<file path="src/rtl/pc_sequencer_if.sv">
// Program-ROM fetch bus between the PC sequencer (master) and the instruction ROM (slave).
// rom_addr is {page, offset} and stays stable while rom_req is high.
interface pc_sequencer_if #(
  parameter int ADDR_W = 16,
  parameter int INS_W  = 16
);
  logic              rom_req;
  logic [ADDR_W-1:0] rom_addr;
  logic              rom_ack;
  logic [INS_W-1:0]  rom_data;

  modport master (output rom_req, rom_addr, input  rom_ack, rom_data);
  modport slave  (input  rom_req, rom_addr, output rom_ack, rom_data);
endinterface

</file>
<file path="src/rtl/pc_sequencer.sv">
// Instruction fetch and {page, offset} program-counter sequencer for the 8-bit CPU.
// Fetches over the ROM req/ack bus, resolves jumps in DEC, hands other words to the datapath.
module pc_sequencer #(
  parameter int          PC_W   = 8,
  parameter int          PG_W   = 8,
  parameter int          INS_W  = 16,
  parameter int unsigned RST_PC = 0,
  parameter int unsigned RST_PG = 0
) (
  input  logic                 clk_i,
  input  logic                 rst_i,
  input  logic                 hold_i,
  pc_sequencer_if.master       rom,
  output logic [INS_W-1:0]     prg_o,
  output logic                 prg_vld_o,
  input  logic                 jump_i,
  input  logic                 page_i,
  input  logic                 page0_i,
  input  logic [PC_W-1:0]      tgt_i,
  input  logic [PG_W-1:0]      pgsel_i,
  output logic                 exe_start_o,
  input  logic                 exe_done_i,
  output logic [PG_W+PC_W-1:0] pc_out_o
);

  typedef enum logic [1:0] {
    S_FETCH,
    S_WAIT,
    S_DEC,
    S_EXEC
  } state_e;

  state_e            state_q;
  logic [PC_W-1:0]   pc_q;
  logic [PG_W-1:0]   pg_q;
  logic [INS_W-1:0]  prg_q;
  logic              req_q;
  logic              vld_q;
  logic              start_q;

  logic [PC_W-1:0]   pc_inc;
  logic              is_jump;

  // Increment stays inside the current page; the page only changes on a taken jump.
  assign pc_inc  = pc_q + 1'b1;
  assign is_jump = prg_q[INS_W-1] & prg_q[INS_W-2];

  always_ff @(posedge clk_i) begin
    if (rst_i) begin
      state_q <= S_FETCH;
      pc_q    <= PC_W'(RST_PC);
      pg_q    <= PG_W'(RST_PG);
      prg_q   <= '0;
      req_q   <= 1'b0;
      vld_q   <= 1'b0;
      start_q <= 1'b0;
    end else begin
      start_q <= 1'b0;
      case (state_q)
        S_FETCH: begin
          if (!hold_i) begin
            req_q   <= 1'b1;
            state_q <= S_WAIT;
          end
        end
        S_WAIT: begin
          if (rom.rom_ack) begin
            prg_q   <= rom.rom_data;
            req_q   <= 1'b0;
            vld_q   <= 1'b1;
            state_q <= S_DEC;
          end
        end
        S_DEC: begin
          if (is_jump) begin
            vld_q   <= 1'b0;
            state_q <= S_FETCH;
            if (jump_i) begin
              pc_q <= tgt_i;
              if (page_i) begin
                pg_q <= pgsel_i;
              end else if (page0_i) begin
                pg_q <= '0;
              end
            end else begin
              pc_q <= pc_inc;
            end
          end else begin
            start_q <= 1'b1;
            state_q <= S_EXEC;
          end
        end
        S_EXEC: begin
          if (exe_done_i) begin
            pc_q    <= pc_inc;
            vld_q   <= 1'b0;
            state_q <= S_FETCH;
          end
        end
        default: state_q <= S_FETCH;
      endcase
    end
  end

  assign rom.rom_req  = req_q;
  assign rom.rom_addr = {pg_q, pc_q};
  assign prg_o        = prg_q;
  assign prg_vld_o    = vld_q;
  assign exe_start_o  = start_q;
  assign pc_out_o     = {pg_q, pc_q};

endmodule

</file>
<file path="src/flat_wrapper.sv">
// flat-port wrapper written by rule: the top's interface ports become plain ports
module pc_sequencer_flat 
#(
  parameter int          PC_W   = 8,
  parameter int          PG_W   = 8,
  parameter int          INS_W  = 16,
  parameter int unsigned RST_PC = 0,
  parameter int unsigned RST_PG = 0
)
  (clk_i, rst_i, hold_i, prg_o, prg_vld_o, jump_i, page_i, page0_i, tgt_i, pgsel_i, exe_start_o, exe_done_i, pc_out_o, rom_rom_req, rom_rom_addr, rom_rom_ack, rom_rom_data);
  pc_sequencer_if #(.INS_W(INS_W)) rom_i ();
  input  logic clk_i;
  input  logic rst_i;
  input  logic hold_i;
  output logic [INS_W-1:0] prg_o;
  output logic prg_vld_o;
  input  logic jump_i;
  input  logic page_i;
  input  logic page0_i;
  input  logic [PC_W-1:0] tgt_i;
  input  logic [PG_W-1:0] pgsel_i;
  output logic exe_start_o;
  input  logic exe_done_i;
  output logic [PG_W+PC_W-1:0] pc_out_o;
  output wire logic [$bits(rom_i.rom_req)-1:0] rom_rom_req;
  output wire logic [$bits(rom_i.rom_addr)-1:0] rom_rom_addr;
  input wire logic [$bits(rom_i.rom_ack)-1:0] rom_rom_ack;
  input wire logic [$bits(rom_i.rom_data)-1:0] rom_rom_data;
  assign rom_rom_req = rom_i.rom_req;
  assign rom_rom_addr = rom_i.rom_addr;
  assign rom_i.rom_ack = rom_rom_ack;
  assign rom_i.rom_data = rom_rom_data;
  pc_sequencer #(.PC_W(PC_W), .PG_W(PG_W), .INS_W(INS_W), .RST_PC(RST_PC), .RST_PG(RST_PG)) u_core (.clk_i(clk_i), .rst_i(rst_i), .hold_i(hold_i), .rom(rom_i), .prg_o(prg_o), .prg_vld_o(prg_vld_o), .jump_i(jump_i), .page_i(page_i), .page0_i(page0_i), .tgt_i(tgt_i), .pgsel_i(pgsel_i), .exe_start_o(exe_start_o), .exe_done_i(exe_done_i), .pc_out_o(pc_out_o));
endmodule
</file>
<file path="config.mk">
export PLATFORM = sky130hd
export DESIGN_NAME = pc_sequencer_flat
export DESIGN_NICKNAME = d
export VERILOG_FILES = /design/src/rtl/pc_sequencer_if.sv /design/src/rtl/pc_sequencer.sv /design/src/flat_wrapper.sv
export SDC_FILE = /design/constraint.sdc
export NUM_CORES = 1
export LEC_CHECK = 0
export CAP_MARGIN = 15
export CORE_MARGIN = 3
export CORE_UTILIZATION = 40
export CTS_CLUSTER_SIZE = 28
export DETAILED_ROUTE_END_ITERATION = 8
export PLACE_DENSITY_LB_ADDON = 0.08
export SKIP_CTS_REPAIR_TIMING = 1
export SYNTH_ARGS = -nofsm -noshare
export SYNTH_HDL_FRONTEND = slang
export SYNTH_SLANG_ARGS = --single-unit
</file>
<file path="constraint.sdc">
create_clock -name clk_i -period 2.7 [get_ports clk_i]
set_clock_uncertainty 0.15 [all_clocks]
set_input_delay 0.54 -clock clk_i [delete_from_list [all_inputs] [get_ports clk_i]]
set_output_delay 0.54 -clock clk_i [all_outputs]
set_load 0.03 [all_outputs]
</file>
## Word-level counts from Yosys, hierarchy flattened

Index checks and enable logic that the tools add are counted.

- Output and inout bits: 51
- Logic and storage cells: 48
- Register bits after elaboration: 37
- Input port bits: 40

- Bitwise operators: 2
- Eq/ne operators: 7
- Add/subtract/negate cells: 1
- Reductions and logical operators: 12
- Muxes and demuxes: 19

Operators by type and width:

| cell | count |
|---|---|
| $mux 8 | 5 |
| $pmux 8 s2 | 1 |
| $reduce_and 3->1 | 3 |
| $add 8x1->8 const B | 1 |
| $mux 2 | 4 |
| $pmux 2 s4 | 1 |
| $reduce_and 4->1 | 2 |
| $mux 1 | 6 |
| $ne 2x2->1 const B | 3 |
| $reduce_bool 2->1 | 3 |
| $eq 2x2->1 const B | 2 |
| $pmux 1 s3 | 1 |
| $reduce_bool 3->1 | 1 |
| $eq 2x1->1 const B | 1 |
| $logic_not 2->1 | 1 |
| $ne 2x1->1 const B | 1 |
| $pmux 1 s2 | 1 |
| $reduce_and 2->1 | 1 |
| $reduce_or 2->1 | 1 |
| $and 1x1->1 | 1 |
| $not 1->1 | 1 |

## Depth between registers and ports, before layout

Gate-level depths: netlist of the first run.

- Depth after elaboration: 4
- Gate-level depth with buffers: 6
- Gate-level depth less buffers: 5

## Worst setup path after synthesis of the first run

No wires, ideal clock.

- Path kind: register to register
- From: register u_core.pc_q[0]
- To: register u_core.pc_q[6]
- Buffers on the path: 0
- Setup time: 0.139 ns
- Data required time: 2.411 ns
- Cell stages (with the launch flop): 6
- Period minus slack after synthesis: 1.643 ns
- Setup slack: 1.057 ns
- Data arrival time: 1.354 ns
- Cells stage by stage: dfxtp_1 -> ha_1 -> nand3_1 -> o21ba_2 -> o21ai_0 -> a21oi_1

- Cells in the longest elaborated chain, start to end: 4
- Elaborated cells between the ends (all ways): 5
- Classes of those cells: 1 x add/sub; 4 x mux

RTL lines:

| item | line | RTL |
|---|---|---|
| from (decl) | pc_sequencer.sv:34 | `logic [PC_W-1:0] pc_q;` |
| from (signal assigned) | pc_sequencer.sv:51 | `pc_q <= PC_W'(RST_PC);` |
| from (signal assigned) | pc_sequencer.sv:79 | `pc_q <= tgt_i;` |
| from (signal assigned) | pc_sequencer.sv:86 | `pc_q <= pc_inc;` |
| $add 8x1->8 * | pc_sequencer.sv:45 | `assign pc_inc = pc_q + 1'b1;` |
| $mux 8 | pc_sequencer.sv:78 | `if (jump_i) begin` |
| $mux 8 | pc_sequencer.sv:75 | `if (is_jump) begin` |
| $pmux 8 s2 * | pc_sequencer.sv:59 | `case (state_q)` |

Every way passes the cells marked *; elsewhere a longest branch is shown, timed or not. The select of a mux whose other input is x is not followed.
A chain may end at the register's enable or synchronous reset.

## Worst setup path in the final report of the first run

- From: register u_core.pc_q[3]
- To: output port pc_out_o[3]

RTL lines:

| item | line | RTL |
|---|---|---|
| to (decl) | flat_wrapper.sv:24 | `output logic [PG_W+PC_W-1:0] pc_out_o;` |

No word-level cell between the ends.

==> results.json, run 1 <==
{
  "outcome": "completed",
  "slowest_delay_ns": 0.71,
  "critical_path_class": "reg2out",
  "rsz0062_at_grt": "false",
  "area_delta_synth_final_pct": 50.63,
  "synth_common_cells": "37 x dfxtp_1, 37 x nand2_1, 26 x a21oi_1",
  "tightest_slew_ns": 0.5594,
  "diodes": 0,
  "clock_latency_ns": 0.28,
  "yosys_warnings": 0,
  "clock_path_buffers": 2,
  "yosys.area_share.simple_pct": 24.08,
  "path_clk_slew_ns": 0.07,
  "synth_edf_count": 0,
  "synth_fa_ha_area_share_pct": 0.7042,
  "min-delay-start": "u_core.prg_o[4]",
  "drc": 0,
  "cts_made_buffers": 5,
  "ctsHtreeMaxLevel": 2,
  "finalMaxSlewViolations": 0,
  "synth.distinct_cells": 35,
  "fmax_mhz": 469.4,
  "cp_slowest_cell": "clkdlybuf4s50_1",
  "placed_cell_area_um2": 2572,
  "synth_top_area_share_pct": 41.69,
  "cp-start-kind": "flop",
  "dieHeight_um": 72.65,
  "slew_headroom_pct": 62.71,
  "dp_hpwl_um": 2991,
  "synthTopCellsByArea": "dfxtp_1 42%, nand2_1 7.8%, a21oi_1 7.3%, buf_4 6.8%, mux2i_1 5.1%",
  "synth-seq-area-share_pct": 41.69,
  "avgSynthCellArea_um2": 8.460,
  "grt-ovfl-total": 0,
  "fin_area_um2": 2676,
  "drtIter0Drc": 50,
  "yosys.area.top_type": "dfxtp_1",
  "grt_pass1_vias": 1549,
  "reg2reg_from": "u_core.state_q[1]",
  "vias_per_cell": 4.949,
  "power_density_nw_per_um2": 465.2,
  "async_reset_ff_share_pct": 0,
  "wl_per_cell_um": 12.61,
  "design.die.area_um2": 5277,
  "maxCapViolations": 0,
  "grt_pass1_wl_um": 6975,
  "cts.sinks": 37,
  "portBuffers": 90,
  "finalWirelength_um": 4188,
  "setup_tns_ns": 0,
  "drtPass1Iterations": 4,
  "hold_viol": 0,
  "syn_nets": 251,
  "period_share_pct": 78.90,
  "io_pins": 91,
  "worstPathCellList": "clkdlybuf4s50_1",
  "cp_top_family": "buffers and inverters",
  "cts-root-buf": "clkbuf_8",
  "synth_xor_area_share_pct": 0,
  "cp.required_ns": 2.01,
  "critPathCaptureType": "output port",
  "synth-compound-area-share_pct": 17.96,
  "die_w_um": 72.65,
  "hold-worst-slack_ns": 0.3049,
  "ys.flop_type": "dfxtp_1",
  "worstPathArrival_ns": 1.44,
  "grt_usage_pct": 16.29,
  "core_area_um2": 4144,
  "ys_ff_latch": 37,
  "ir_worst_vdd_v": 0.0002997,
  "synth_top_family_by_area": "simple AND/OR/NAND/NOR gates",
  "rows": 23,
  "gp_congestion": 0.6615,
  "ant_nets": 0,
  "hp-class": "reg2reg",
  "drive_gt1_share_pct": 6.738,
  "grt_max_degree": 39,
  "tritoncts": "done",
  "finalCriticalPeriod_ns": 2.130,
  "syn_inst": 210,
  "antenna_found_initial": 0,
  "final_nets": 323,
  "netlist_area_um2": 1777,
  "p_leak_nw": 0.9173,
  "setup.worst_path.start": "u_core.pc_q[3]",
  "muxShareOfSynthArea_pct": 5.070,
  "crit_path_max_fanout": 7,
  "num_vias": 1643,
  "path_buf_inv": 1,
  "start_util_pct": 42.87,
  "setup_viol": 0
}
metal layers:
metal  part of all wire, %  up-vias  routed length, µm  GRT usage (%)
li1                      -      829                  -              -
met1                    44      752               1841          20.26
met2                    47       57               1960          27.05
met3                   8.3        5                346          5.372
met4                  0.93        0                 39          4.303
met5                     0        -                  0              0
sequential cells by signal, summed over array words and instances, names as in the netlist:
signal	count
u_core.state_q	2
u_core.rom.rom_req	1
u_core.prg_vld_o	1
u_core.exe_start_o	1
u_core.prg_o	16
u_core.pc_q	8
u_core.pg_q	8
placed cells by master (no fill, tap or decap), types with 2 or more instances in the layout:
cell | netlist | layout
nor2_1 | 16 | 16
a21oi_1 | 26 | 26
nor4_1 | 3 | 3
nor2b_1 | 2 | 2
nand3_1 | 2 | 2
nor3_1 | 2 | 2
mux2i_1 | 9 | 9
clkdlybuf4s50_1 | 0 | 90
dfxtp_1 | 37 | 37
o21a_1 | 2 | 2
o21ba_2 | 2 | 2
and2_1 | 14 | 14
buf_4 | 16 | 2
o21ai_0 | 6 | 6
nor3b_1 | 2 | 2
nand2_1 | 37 | 37
nand2b_1 | 2 | 2
clkbuf_8 | 0 | 5
o21ai_1 | 6 | 6
per-stage QoR:
step	power (mW)	utilization, %	worst slack, ns	instances
final	1.245	64.58	0.5696	332
after global routing	1.301	64.58	0.5277	332
after CTS	1.263	64.58	0.5685	332
after detailed placement	0.8011	62.08	0.3926	325
after global placement	0.8000	62.08	0.4112	325
after floorplan	0.7015	-	1.057	210
area by class of cell:
type                            count  area, µm²
Clock buffer                        5      68.82
Fill cell                         381       1468
Multi-Input combinational cell    145      849.6
Inverter                            1      3.754
Sequential cell                    37      740.7
Tap cell                           50      62.56
Clock inverter                      2      35.03
Timing Repair Buffer               92      915.9
logic make-up (layout without fill, tap and decap cells):
logic type	after synthesis	count (layout)
adder cells (fa/ha/maj)	1	1
buffers and inverters	28	100
AND/OR/NAND/NOR	86	86
AO/OA/AOI/OAI	49	49
flip-flops	37	37
multiplexers	9	9
path summary, 6_finish.rpt:
kind                            slack, ns         endpoint  depth (start not counted)
worst max-delay path                 0.57      pc_out_o[3]                          1
worst min-delay path                 0.30  u_core.prg_o[4]                          2
worst max register to register       0.94   u_core.pc_q[3]                          5
worst min register to register       0.30  u_core.prg_o[4]                          2
power by group:
part | total [mW] | switching (mW) | leakage [nW] | internal, mW
Combinational | 0.207 | 0.0975 | 0.563 | 0.109
Sequential | 0.580 | 0.0161 | 0.300 | 0.564
Clock | 0.458 | 0.190 | 0.0540 | 0.268
tightest hold or removal path: cells and delay by family (launching register included):
family	cells	cell delay, ns
flip-flops	1	0.31
AND/OR/NAND/NOR	1	0.05
AO/OA/AOI/OAI	1	0.05
(Power assumes the default switching activity.)
==> run 2: changes to the inputs <==
==> constraint.sdc (replaced) <==
create_clock -name clk_i -period 2 [get_ports clk_i]
set_clock_uncertainty 0.15 [all_clocks]
set_input_delay 0.4 -clock clk_i [delete_from_list [all_inputs] [get_ports clk_i]]
set_output_delay 0.4 -clock clk_i [all_outputs]
set_load 0.03 [all_outputs]
==> results.json, run 2 (same netlist as run 1, synthesis figures left out) <==
{
  "wl_per_cell_um": 13.57,
  "layout_common_cells": "80 x clkdlybuf4s50_1, 37 x nand2_1, 37 x dfxtp_1",
  "hp-class": "reg2reg",
  "power_density_nw_per_um2": 609.0,
  "maxCapViolations": 0,
  "finalMaxSlewViolations": 0,
  "antenna_found_initial": 0,
  "slowest_delay_ns": 0.70,
  "io_pins": 91,
  "drive_gt1_share_pct": 9.932,
  "gp_congestion": 0.7439,
  "vias_per_cell": 4.924,
  "switching_share_pct": 24.55,
  "grt_pass1_wl_um": 7686,
  "diodes": 0,
  "path_buf_inv": 1,
  "final_nets": 333,
  "design.die.area_um2": 5277,
  "grt_usage_pct": 18.52,
  "worstPathCellList": "clkdlybuf4s50_1",
  "drtPass1Iterations": 4,
  "layout_commonest_cell": "clkdlybuf4s50_1",
  "grt_max_degree": 24,
  "drtIter0Drc": 81,
  "setup_tns_ns": 0,
  "min-delay-start": "u_core.prg_o[9]",
  "outcome": "completed",
  "combPwrFrac_pct": 18.0,
  "p_leak_nw": 1.163,
  "path_clk_slew_ns": 0.07,
  "fmax_mhz": 518.1,
  "grt-ovfl-total": 0,
  "tritoncts": "done",
  "num_vias": 1684,
  "hold-worst-slack_ns": 0.3068,
  "dp.cells": 335,
  "worstHoldEndpoint": "u_core.prg_o[9]",
  "slew_headroom_pct": 63.88,
  "ir_worst_vdd_v": 0.0003840,
  "finalWirelength_um": 4642,
  "num-fill-cells": 379,
  "p_sw_uw": 418.8,
  "critPathCaptureType": "output port",
  "cp.required_ns": 1.45,
  "cts.sinks": 37,
  "reg2reg_depth": 4,
  "worstPathArrival_ns": 1.38,
  "die_w_um": 72.65,
  "area_delta_synth_final_pct": 57.68,
  "hold_viol": 0,
  "clock_path_buffers": 2,
  "worstReg2RegEnd": "u_core.prg_o[15]",
  "critical_path_class": "reg2out",
  "p_int_mw": 1.287,
  "largest_reg_flops": 16,
  "core_area_um2": 4144,
  "multi_input_area_um2": 849.6,
  "clock_latency_ns": 0.28,
  "setup_viol": 0,
  "reg2reg_from": "u_core.state_q[1]",
  "portBuffers": 90,
  "rows": 23,
  "cts_made_buffers": 5,
  "regArea_um2": 740.7,
  "cts-root-buf": "clkbuf_8",
  "dieHeight_um": 72.65,
  "start_util_pct": 42.87,
  "ctsHtreeMaxLevel": 2,
  "pwr-share-clk_pct": 36.3,
  "worstHoldPathCells": 2,
  "seq_power_share_pct": 45.7,
  "r2r_setup_slack_ns": 0.34,
  "dp_hpwl_um": 3347,
  "cp_top_family": "buffers and inverters",
  "period_share_pct": 96.50,
  "drc": 0,
  "cp-start-kind": "flop",
  "rsz0062_at_grt": "false",
  "grt_pass1_vias": 1701,
  "ant_nets": 0,
  "stdcell_count": 342,
  "crit_path_max_fanout": 5,
  "cp_slowest_cell": "clkdlybuf4s50_1",
  "tightest_slew_ns": 0.5418,
  "finalCriticalPeriod_ns": 1.930
}
run 2: cell types whose count changed in the layout (fill, tap and decap cells not counted), sizes merged:
cell | before | now
buf | 2 | 12
clkdlybuf4s50 | 90 | 80
dlymetal6s2s | 0 | 10
run 2: area by class of cell:
type                       count  area share (%)
clock buffer                   5           2.456
clock inverter                 2           1.251
inverter                       1          0.1340
multi-input combinational    145           30.33
sequential                    37           26.44
tap                           50           2.233
timing repair buffer         102           37.16
run 2: worst max path at each step:
stage / depth (start not counted) / end / slack (ns) / start
after floorplan: 5 / u_core.pc_q[6] / 0.36 / u_core.pc_q[0]
after global placement: 5 / u_core.state_q[0] / 0.06 / exe_done_i
after detailed placement: 6 / u_core.pc_q[7] / 0.02 / jump_i
after CTS: 1 / pc_out_o[4] / 0.0004 / u_core.pc_q[4]
after global routing: 1 / prg_o[15] / 0.005 / u_core.prg_o[15]
final: 1 / rom_rom_addr[1] / 0.07 / u_core.pc_q[1]
run 2: layer usage:
metal	vias to the layer above	GRT usage [%]	wire (µm)
met1	765	21.09	1947
met2	61	30.96	2236
met4	0	6.352	35
li1	854	-	-
met3	4	7.989	422
met5	-	0	0
run 2: power groups by stage:
stage | registers [mW] | logic [mW] | clock network (mW)
2_1_floorplan | 0.835 | 0.112 | 0
3_3_place_gp | 0.796 | 0.306 | 0
3_5_place_dp | 0.797 | 0.308 | 0
4_1_cts | 0.780 | 0.310 | 0.639
5_1_grt | 0.783 | 0.331 | 0.674
6_report | 0.780 | 0.307 | 0.619
run 2: metrics by stage:
stage                     setup slack (ns)  power [mW]  util (%)  area [µm²]
after floorplan                     0.3570      0.9470         -        1777
after global placement             0.05800       1.102     64.49        2673
after detailed placement           0.01734       1.104     64.49        2673
after CTS                        0.0003544       1.729     67.00        2776
after global routing              0.005133       1.789     67.60        2801
final                              0.06998       1.706     67.60        2801
